`config.mk`:
```
export PLATFORM = sky130hd
export DESIGN_NAME = mac_accum_lane_array
export DESIGN_NICKNAME = d
export VERILOG_FILES = /design/src/rtl/mac_accum_lane_array.sv
export SDC_FILE = /design/constraint.sdc
export NUM_CORES = 1
export LEC_CHECK = 0
export ABC_AREA = 1
export ABC_CLOCK_PERIOD_IN_PS = 4000
export CELL_PAD_IN_SITES_DETAIL_PLACEMENT = 1
export CELL_PAD_IN_SITES_GLOBAL_PLACEMENT = 2
export CORE_MARGIN = 5
export CORE_UTILIZATION = 29
export DETAILED_ROUTE_END_ITERATION = 16
export PLACE_DENSITY = 0.84
export SKIP_CTS_REPAIR_TIMING = 1
export SYNTH_ARGS = -nofsm -noshare
export SYNTH_HDL_FRONTEND = slang
export SYNTH_SLANG_ARGS = --single-unit
```
`constraint.sdc`:
```
create_clock -name clk -period 4 [get_ports clk]
set_clock_uncertainty 0.1 [all_clocks]
set_input_delay 0.8 -clock clk [delete_from_list [all_inputs] [get_ports clk]]
set_output_delay 0.8 -clock clk [all_outputs]
set_load 0.01 [all_outputs]
```
`src/rtl/mac_accum_lane_array.sv`:
```
// rtl/mac_accum_lane_array.sv - per-lane saturating accumulator array with start/done handshake
module mac_accum_lane_array #(
  parameter int IN_WIDTH   = 20,
  parameter int DATA_WIDTH = 25,
  parameter int VEC_LENGTH = 4,
  parameter int CNT_WIDTH  = 8
) (
  input  logic                         clk,
  input  logic                         rst_n,
  input  logic                         start,
  input  logic [CNT_WIDTH-1:0]         num_terms,
  input  logic                         in_valid,
  output logic                         in_ready,
  input  logic signed [IN_WIDTH-1:0]   psum  [VEC_LENGTH],
  output logic signed [DATA_WIDTH-1:0] accum [VEC_LENGTH],
  output logic                         out_valid,
  input  logic                         out_ready,
  output logic                         busy,
  output logic [VEC_LENGTH-1:0]        ovf
);

  typedef enum logic [1:0] {
    IDLE  = 2'd0,
    ACCUM = 2'd1,
    DONE  = 2'd2
  } state_t;

  localparam logic signed [DATA_WIDTH-1:0] ACC_MAX = {1'b0, {(DATA_WIDTH-1){1'b1}}};
  localparam logic signed [DATA_WIDTH-1:0] ACC_MIN = {1'b1, {(DATA_WIDTH-1){1'b0}}};

  state_t                       state_q, state_d;
  logic [CNT_WIDTH-1:0]         cnt_q, cnt_d;
  logic signed [DATA_WIDTH-1:0] accum_q [VEC_LENGTH];
  logic signed [DATA_WIDTH-1:0] accum_d [VEC_LENGTH];
  logic [VEC_LENGTH-1:0]        ovf_q, ovf_d;
  logic                         in_ready_q, out_valid_q, busy_q;

  logic                         beat;
  logic signed [DATA_WIDTH:0]   lane_sum [VEC_LENGTH];
  logic signed [DATA_WIDTH-1:0] lane_res [VEC_LENGTH];
  logic [VEC_LENGTH-1:0]        lane_sat;

  // in_ready_q is high only in ACCUM, so this is the accepted-beat strobe
  assign beat = in_valid && in_ready_q;

  // Per-lane add at one extra bit, then clamp when the top two bits disagree
  always_comb begin
    for (int i = 0; i < VEC_LENGTH; i++) begin
      lane_sum[i] = {accum_q[i][DATA_WIDTH-1], accum_q[i]}
                  + {{(DATA_WIDTH+1-IN_WIDTH){psum[i][IN_WIDTH-1]}}, psum[i]};
      lane_sat[i] = lane_sum[i][DATA_WIDTH] ^ lane_sum[i][DATA_WIDTH-1];
      if (!lane_sat[i]) begin
        lane_res[i] = lane_sum[i][DATA_WIDTH-1:0];
      end else if (lane_sum[i][DATA_WIDTH]) begin
        lane_res[i] = ACC_MIN;
      end else begin
        lane_res[i] = ACC_MAX;
      end
    end
  end

  // Next-state, counter, accumulator and sticky overflow computation
  always_comb begin
    state_d = state_q;
    cnt_d   = cnt_q;
    ovf_d   = ovf_q;
    for (int i = 0; i < VEC_LENGTH; i++) begin
      accum_d[i] = accum_q[i];
    end
    case (state_q)
      IDLE: begin
        if (start) begin
          for (int i = 0; i < VEC_LENGTH; i++) begin
            accum_d[i] = '0;
          end
          ovf_d = '0;
          if (num_terms != '0) begin
            cnt_d   = num_terms;
            state_d = ACCUM;
          end else begin
            cnt_d   = '0;
            state_d = DONE;
          end
        end
      end
      ACCUM: begin
        if (beat) begin
          for (int i = 0; i < VEC_LENGTH; i++) begin
            accum_d[i] = lane_res[i];
          end
          ovf_d = ovf_q | lane_sat;
          cnt_d = cnt_q - CNT_WIDTH'(1);
          if (cnt_q == CNT_WIDTH'(1)) begin
            state_d = DONE;
          end
        end
      end
      DONE: begin
        // a concurrent start is deliberately dropped here
        if (out_ready) begin
          state_d = IDLE;
        end
      end
      default: state_d = IDLE;
    endcase
  end

  // State, datapath and registered handshake outputs
  always_ff @(posedge clk or negedge rst_n) begin
    if (!rst_n) begin
      state_q     <= IDLE;
      cnt_q       <= '0;
      ovf_q       <= '0;
      in_ready_q  <= 1'b0;
      out_valid_q <= 1'b0;
      busy_q      <= 1'b0;
      for (int i = 0; i < VEC_LENGTH; i++) begin
        accum_q[i] <= '0;
      end
    end else begin
      state_q     <= state_d;
      cnt_q       <= cnt_d;
      ovf_q       <= ovf_d;
      in_ready_q  <= (state_d == ACCUM);
      out_valid_q <= (state_d == DONE);
      busy_q      <= (state_d != IDLE);
      for (int i = 0; i < VEC_LENGTH; i++) begin
        accum_q[i] <= accum_d[i];
      end
    end
  end

  assign in_ready  = in_ready_q;
  assign out_valid = out_valid_q;
  assign busy      = busy_q;
  assign ovf       = ovf_q;
  assign accum     = accum_q;

endmodule

```
# Yosys cells after proc, flatten, opt, wreduce, memory -nomap -nowiden
# Index checks and enable logic that the tools add are counted.
dict set report word_totals {
  ff_bits 117
  word_cells 57
}
dict set report classes {
  addsub 5
  n_eq_ne 7
  muxes 24
  n_bitwise 5
  reduce_logical 6
}
# operator n
set ops {}
lappend ops {{100-bit 2-to-1 mux} 2}
lappend ops {{25-bit 2-to-1 mux} 8}
lappend ops {{100-bit one-hot mux with 2 select lines} 1}
lappend ops {{25-bit by 20-bit adder with 26-bit output} 4}
lappend ops {{8-bit 2-to-1 mux} 3}
lappend ops {{8-bit one-hot mux with 2 select lines} 1}
lappend ops {{2-bit 2-to-1 mux} 5}
lappend ops {{8-bit by 1-bit == test with 1-bit output, second input constant} 1}
lappend ops {{4-bit 2-to-1 mux} 2}
lappend ops {{4-bit one-hot mux with 2 select lines} 1}
lappend ops {{8-bit nonzero test} 1}
lappend ops {{8-bit by 1-bit subtractor with 8-bit output, second input constant} 1}
lappend ops {{2-bit one-hot mux with 3 select lines} 1}
lappend ops {{2-bit by 1-bit == test with 1-bit output, second input constant} 2}
lappend ops {{2-bit == test, second input constant} 2}
lappend ops {{2-bit != test, second input constant} 2}
lappend ops {{4-bit bitwise OR} 1}
lappend ops {{2-bit nonzero test} 2}
lappend ops {{1-bit bitwise XOR} 4}
lappend ops {{3-bit AND reduction} 1}
lappend ops {{2-bit zero test} 1}
lappend ops {{1-bit logical AND} 1}

# Logic depth before layout (Yosys ltp)
# Gate-level depths: netlist (run 1).
dict set report logic_depth {
  word_depth 5
  ltp_mapped 21
  ltp_nobuf 20
}

# Worst setup path after synthesis (run 1)
# No wires, ideal clock.
dict set report synth_timing {
  path_type {input port to flip-flop}
  from {input psum[20] (netlist name)}
  to {register accum_q (netlist bit accum[34])}
  setup_ns 0.118
  arrival_ns 3.429
  setup_slack_ns 0.353
  cell_stages 21
  n_path_buf 1
  cell_sequence {ha_1 inv_1 fa_1 inv_1 nand3_1 nand2_1 a21boi_0 o21ai_0 nand3_1 nand2_1 nand3_1 nand2_1 nand2_1 nand2_1 inv_1 ha_1 inv_1 clkbuf_1 o21ai_0 nand3_1 nand2_1}
}
dict set report synth_via {
  elab_chain_len 5
  word_cells_on_any_way 6
  cone_classes {1 x add/sub; 4 x mux; 1 x bitwise}
}
# item line
set synth_lines {}
lappend synth_lines {{start, declared} 14} ;# input logic signed [IN_WIDTH-1:0] psum [VEC_LENGTH],
lappend synth_lines {{25-bit by 20-bit adder with 26-bit output *} 50} ;# + {{(DATA_WIDTH+1-IN_WIDTH){psum[i][IN_WIDTH-1]}}, psum[i]};
lappend synth_lines {{25-bit 2-to-1 mux or 1-bit bitwise XOR (tied branches)} {54, 51}}
lappend synth_lines {{25-bit 2-to-1 mux *} 52} ;# if (!lane_sat[i]) begin
lappend synth_lines {{100-bit 2-to-1 mux *} 87} ;# if (beat) begin
lappend synth_lines {{100-bit one-hot mux with 2 select lines *} 70} ;# case (state_q)
lappend synth_lines {{end signal, assigned by index} 128} ;# accum_q[i] <= accum_d[i];
lappend synth_lines {{end, declared} 33} ;# logic signed [DATA_WIDTH-1:0] accum_q [VEC_LENGTH];
# Mark *: on every way between the ends. The rest lies on a longest branch, timed or not. The select of a mux whose other input is x is not followed.
# A chain may end at the register's enable or synchronous reset.

# Worst setup path after layout (run 1)
dict set report layout_timing {
  from {input psum[0] (netlist name)}
  to {register accum_q (netlist bit accum[11])}
}
# Same word-level chain as after synthesis.

==> results of run 1 <==
[layout make-up]
type                            count  area, um^2
Sequential cell                   117        2930
Tap cell                          518         648
Timing Repair Buffer              287        2730
Clock buffer                       23         488
Clock inverter                      9         148
Multi-Input combinational cell   1399        7620
Fill cell                        4967       23400
Inverter                          169         637
[worst max-delay path by stage]
| stage | start | end | slack [ps] | cells past startpoint |
|---|---|---|---|---|
| after global routing | psum[0] | accum[11]$_DFFE_PN0P_ | 3 | 21 |
| after CTS | psum[0] | accum[3]$_DFFE_PN0P_ | 70 | 21 |
| after global placement | psum[20] | accum[25]$_DFFE_PN0P_ | -180 | 22 |
| after detailed placement | psum[20] | accum[25]$_DFFE_PN0P_ | -300 | 22 |
| final | psum[0] | accum[11]$_DFFE_PN0P_ | 250 | 21 |
| after floorplan | psum[20] | accum[34]$_DFFE_PN0P_ | 350 | 21 |
[metal layers]
layer | GRT usage | wire length [um]
met5 | 0 | 0
met4 | 0.0519 | 736
met3 | 0.0293 | 1220
met2 | 0.357 | 21300
met1 | 0.251 | 19800
[worst max-delay path: cells and delay by family]
kind	cells	cell delay, ps
buffers and inverters	5	920
adder cells (fa/ha/maj)	3	920
AND/OR/NAND/NOR	9	820
AO/OA/AOI/OAI	3	370
XOR/XNOR	1	160
[metrics by stage]
| stage | setup TNS (ps) | utilization |
|---|---|---|
| 6_report | 0 | 0.393 |
| 5_1_grt | 0 | 0.393 |
| 3_3_place_gp | -6060 | 0.375 |
| 2_1_floorplan | 0 | - |
| 3_5_place_dp | -14760 | 0.375 |
| 4_1_cts | 0 | 0.392 |
[logic make-up (layout without fill, tap and decap cells)]
family                     Yosys count  in the layout
AOI/OAI and AO/OA                  285            285
xor gates and xnor gates            20             20
adders and majority gates          112            112
buffers and inverters              206            488
DFF                                117            117
and+or+nand+nor                    982            982
[Yosys cell counts, drive strengths merged (15+ instances only)]
cell type | number | area, um^2
nor2 | 133 | 559
nand4 | 24 | 150
nand3 | 212 | 1090
nor3 | 17 | 85.1
clkbuf | 22 | 92.6
o21ai | 116 | 629
inv | 169 | 637
buf | 15 | 105
a21oi | 120 | 623
or2 | 24 | 150
nand2 | 553 | 2190
ha | 108 | 1350
dfrtp | 117 | 2930
[where the power goes]
part           internal [mW]  switching (mW)
sequential              1.71           0.497
combinational           3.92            5.64
clock                   1.10           0.624
[registers in the layout, indices dropped and copies added, names as in the netlist]
| name | flops |
|---|---|
| cnt_q | 8 |
| busy | 1 |
| out_valid | 1 |
| ovf | 4 |
| in_ready | 1 |
| accum | 100 |
| state_q | 2 |
==> metrics, run 1 <==
critical path data arrival time=about 4000 ps; Simple-Gate Fraction of Synth Area=0.383; GRT Util Overall=0.199; die width=approximately 210 um; most frequent cells in the layout=530 x nand2_1, 205 x nand3_1, 198 x clkdlybuf4s50_1; Mean Syn Cell Area=between 6 and 7 um^2; CP most frequent cell=nand2_1; Pwr Total=between 10 and 15 mW; Final min period=about 3700 ps; Compound-Gate Fraction of Synth Area=0.143; share of post-route cells with drive strength above 1=0.107; vias in the first global route=about 14000; Inserted Diodes=0; reg2reg path depth=20; Adder-Cell Fraction of Synth Area=0.126; Die ar.=between 0.04 and 0.05 mm^2; Worst path max stage delay=about 530 ps; commonest non-fill, non-tap cell in the layout=nand2_1; first-pass GRT wire length=71300 um; asr flop ratio synth=1.00; Cell variety after synth=between 40 and 50; Initial Util=0.293; largest family of logic cells by synthesized area=simple AND/OR/NAND/NOR gates; Non-Filler Instances=between 2000 and 3000; antenna violations before repair=0; cell count after synthesis=between 1500 and 2000; Final GP Congestion=0.898; actual slew at the worst max-slew pin=816 ps; nets=2196; Post-synth EDFFs=0; clock latency on the worst-skew pair=~440 ps; CTS tree=built; Longest Clk Path Bufs=2; Tcrit/Tclk final=0.937; Core Region=~0.039 mm^2; post-synthesis xor/xnor area fraction=0.0155; CP Class=primary input to register; Fmax achieved=roughly 270 MHz; power density cells=between 800 and 900 mW/mm^2; Max-Cap Viols=0; mux contribution to synthesized area=0; R2R setup slack=between 700 and 800 ps; leak pwr=just under 8 nW; largest net degree at the start of global routing=64; area grow syn2layout=34.1%; Post-DRT Antenna Nets=0; Worst slew margin=0.456; final max-slew violation count=0; WHS=198 ps; port bufs=approximately 200; CTS sink count=~120; CP cell instances=clkdlybuf4s50_1 -> ha_2 -> inv_1 -> fa_1 -> inv_1 -> nand2_1 -> o21ai_2 -> nand2_1 -> nand2_1 -> nand4_1 -> nand3_2 -> nand3_1 -> nand2_1 -> xor2_2 -> inv_1 -> ha_2 -> buf_4 -> a21oi_1 -> o21ai_0 -> nand3_1 -> nand2_1; Avg WL per Cell=between 15 and 20 um; routed wire length=about 43000 um; commonest register cell after synthesis=dfrtp_1; post-DP HPWL=between 30000 and 40000 um; Post-Synthesis Cell Area=around 0.011 mm^2; slowest CP cell=clkdlybuf4s50_1; initial DRC count=485; Ys Warns=0; Critical R2R Capture=accum[11]$_DFFE_PN0P_; Finish-stage setup viols=0; status=finished, final reports clean; crit path max fanout=5; H-tree depth=4; r2r startpoint=accum[0]$_DFFE_PN0P_; Seq/Total Area, Yosys=0.258; setup slack after layout=about 250 ps; Syn Nets=approximately 1900; post-route cell area=about 0.015 mm^2; Hold WC Path Type=primary input to asynchronous set/reset pin; critical path capture point type=register; Placed Cells incl. Taps=about 2500; Startpoint Class=primary input; row count=72; root buf cell=clkbuf_16; synthesis-stage register bit count=approximately 120; TritonCTS Buffers=17; Die H=208 um; pre-CTS WS=-296 ps; Post-DP Area=~0.015 mm^2; total I/O pin count=200; TritonRoute pass-1 iters=5; post-route DRC violation count=0; Worst IR Drop VDD=0.000302 V; Fin. Hold Viols=0; clock-pin slew on the worst setup and hold paths=approximately 60 ps; Critical Path RT=about 4200 ps; RSZ-0062 raised after global routing=false; vias per cell=4.97; total vias in the final route=12500; global route overflow=0
No activity file was read; power rests on OpenSTA's default activity.
==> run 2, diff against run 1 <==
ABC_CLOCK_PERIOD_IN_PS = 4800   (was 4000)
CORE_UTILIZATION = 32   (was 29)
PLACE_DENSITY = 0.91   (was 0.84)
clock period = 4.8 ns   (was 4 ns; I/O delays follow)
==> run 2 against run 1 <==
  * Count of clock-buffer cells in the layout is 6 lower
  * Worst setup slack better by 190 ps
  * Clock power fell by 20%
  * Combinational power is 22% lower
  * Critical path depth shrank 2
  * Core utilization is 1.8 points higher
  * Largest cell class unchanged
  * Register-to-register slack better by 290 ps
==> metrics, run 2 (synthesized netlist as in run 1, its figures left out) <==
CP Class=primary input to register (unchanged); critical path data arrival time=4590 ps (was 3980 ps); H-tree depth=4 (unchanged); row count=69 (was 72); Initial Util=0.321 (was 0.293); Critical Path RT=5030 ps (was 4230 ps); Fin. Hold Viols=0 (unchanged); Pwr Total=10.6 mW (was 13.5 mW); area taken by multi-input logic gates=0.00758 mm^2 (was 0.00762 mm^2); area grow syn2layout=28.2% (was 34.1%); TritonCTS Buffers=17 (unchanged); M1 GR Usage=0.263 (was 0.251); Final min period=between 4000 and 5000 ps; fin util=0.412 (was 0.393); root buf cell=clkbuf_16 (unchanged); first-pass GRT wire length=67800 um (was 71300 um); Max-Cap Viols=0 (unchanged); WHS=393 ps (was 198 ps); slowest CP cell=nand3_2 (was clkdlybuf4s50_1); routed wire length=41400 um (was 43100 um); Post-DRT Antenna Nets=0 (unchanged); Inserted Diodes=0 (unchanged); CP cell instances=clkdlybuf4s50_1 -> ha_1 -> inv_1 -> fa_1 -> inv_1 -> nand2_1 -> o21ai_1 -> nand2_1 -> nand2_1 -> nand4_1 -> nand3_1 -> nand3_1 -> nand2_1 -> xor2_1 -> inv_1 -> ha_1 -> nand3_2 -> nand3_1 -> nand2_1 (was clkdlybuf4s50_1 -> ha_2 -> inv_1 -> fa_1 -> inv_1 -> nand2_1 -> o21ai_2 -> nand2_1 -> nand2_1 -> nand4_1 -> nand3_2 -> nand3_1 -> nand2_1 -> xor2_2 -> inv_1 -> ha_2 -> buf_4 -> a21oi_1 -> o21ai_0 -> nand3_1 -> nand2_1); Die ar.=0.0393 mm^2 (was 0.0431 mm^2); initial DRC count=384 (was 485); reg2reg path depth=21 (was 20); Avg WL per Cell=17.3 um (was 17.1 um); cell family with most CP delay=simple AND/OR/NAND/NOR gates (was buffers and inverters); Critical Path Stages=19 (was 21); leak pwr=7.36 nW (was 7.72 nW); RSZ-0062 raised after global routing=false (unchanged); Final GP Congestion=0.892 (was 0.898); die width=198 um (was 208 um); status=finished, final reports clean (unchanged); Die H=198 um (was 208 um); met3 GRT Util=0.0269 (was 0.0293); TritonRoute pass-1 iters=5 (unchanged); share of post-route cells with drive strength above 1=0.0742 (was 0.107); Hold WC Path Type=register to register (was primary input to asynchronous set/reset pin); Fmax achieved=between 200 and 250 MHz; Longest Clk Path Bufs=2 (unchanged); clock share of power=0.130 (was 0.128); largest net degree at the start of global routing=60 (was 64); port bufs=199 (unchanged); part of the power in registers=0.172 (was 0.164); WP buf/inv=4 (was 5); most frequent cells in the layout=530 x nand2_1, 206 x nand3_1, 198 x clkdlybuf4s50_1 (was 530 x nand2_1, 205 x nand3_1, 198 x clkdlybuf4s50_1); Register Area=0.00293 mm^2 (unchanged); nets=2132 (was 2196); final max-slew violation count=0 (unchanged); GRT met2 Usage=0.381 (was 0.357); commonest non-fill, non-tap cell in the layout=nand2_1 (unchanged); Worst slew margin=0.397 (was 0.456); NetSw=5.54 mW (was 6.76 mW); Tcrit/Tclk final=0.908; WHS Path Cells=1; Finish-stage setup viols=0 (unchanged); clock latency on the worst-skew pair=450 ps (was 440 ps); total vias in the final route=12300 (was 12500); post-DP HPWL=32500 um (was 34500 um); Layout fillers=4542 (was 4967); Gate power share=0.698 (was 0.708); Int Pwr=5.09 mW (was 6.74 mW); Startpoint Class=primary input (unchanged); CP most frequent cell=nand2_1 (unchanged); actual slew at the worst max-slew pin=902 ps (was 816 ps); critical path capture point type=register (unchanged); clock-pin slew on the worst setup and hold paths=60 ps (about the same); vias in the first global route=13200 (was 13700); Worst path max stage delay=500 ps (was 530 ps); GRT Util Overall=0.212 (was 0.199); post-route DRC violation count=0 (unchanged); total I/O pin count=200 (unchanged); power density cells=731 mW/mm^2 (was 888 mW/mm^2); global route overflow=0 (unchanged); GR peak layer=met2 (unchanged); max reg flops=100 (unchanged); crit path max fanout=24 (was 5); CTS tree=built (unchanged); sw frac=0.521 (was 0.501); CTS sink count=117 (unchanged); antenna violations before repair=0 (unchanged); Worst IR Drop VDD=0.000323 V (was 0.000302 V); Core Region=0.0353 mm^2 (was 0.0386 mm^2); vias per cell=5.13 (was 4.97)
-- run 2: power groups by stage --
stage               clock network (mW)  logic (mW)  registers (mW)
CTS                               1.43        7.51            1.83
global placement                     0        7.31            1.83
floorplan                            0        4.57            1.92
detailed placement                   0        7.46            1.84
finish                            1.38        7.42            1.82
global route                      1.46        8.31            1.90
-- run 2: path summary, 6_finish.rpt --
kind                                              end                   from  slack (ps)
worst max-delay path            accum[15]$_DFFE_PN0P_                psum[0]         440
worst min-delay path               ovf[1]$_DFFE_PN0P_     ovf[1]$_DFFE_PN0P_         390
worst max register to register  accum[27]$_DFFE_PN0P_  accum[25]$_DFFE_PN0P_        1020
worst min register to register     ovf[1]$_DFFE_PN0P_     ovf[1]$_DFFE_PN0P_         390
max in group asynchronous       accum[85]$_DFFE_PN0P_                  rst_n        3240
min in group asynchronous       accum[60]$_DFFE_PN0P_                  rst_n         510
-- run 2: layout make-up --
type | instances | share of cell area
multi-input combinational | 1399 | 0.521
sequential | 117 | 0.201
timing repair buffer | 223 | 0.152
inverter | 169 | 0.0438
tap | 461 | 0.0397
clock buffer | 17 | 0.0293
clock inverter | 15 | 0.0126
-- run 2: metal layers --
layer	routed length, um	part of all wire
met1	18700	0.45
met2	20700	0.50
met3	1100	0.026
met4	931	0.022
met5	0	0
-- run 2: worst reg2reg max path, stage by stage (launching register included) --
cell,delay [ps]
dfrtp_1,440
ha_1,210
inv_1,60
fa_1,390
inv_1,90
nand3_1,60
nand2_1,120
a21boi_0,120
o21ai_0,420
nand3_1,170
nand2_1,120
nand3_1,100
nand2_1,80
nand2_1,50
nand2_1,80
inv_1,50
ha_1,410
inv_1,120
buf_4,220
o21ai_0,130
nand3_1,100
nand2_1,60
-- run 2: stage by stage --
| stage | std cells | instance area, um^2 | TNS, ps | setup slack (ps) |
|---|---|---|---|---|
| after floorplan | 1722 | 11300 | 0 | 993 |
| after global routing | 2401 | 14500 | 0 | 123 |
| after detailed placement | 2369 | 13900 | -30.3 | -16.5 |
| final | 2401 | 14500 | 0 | 440 |
| after CTS | 2401 | 14500 | 0 | 431 |
| after global placement | 2369 | 13900 | 0 | 53.7 |
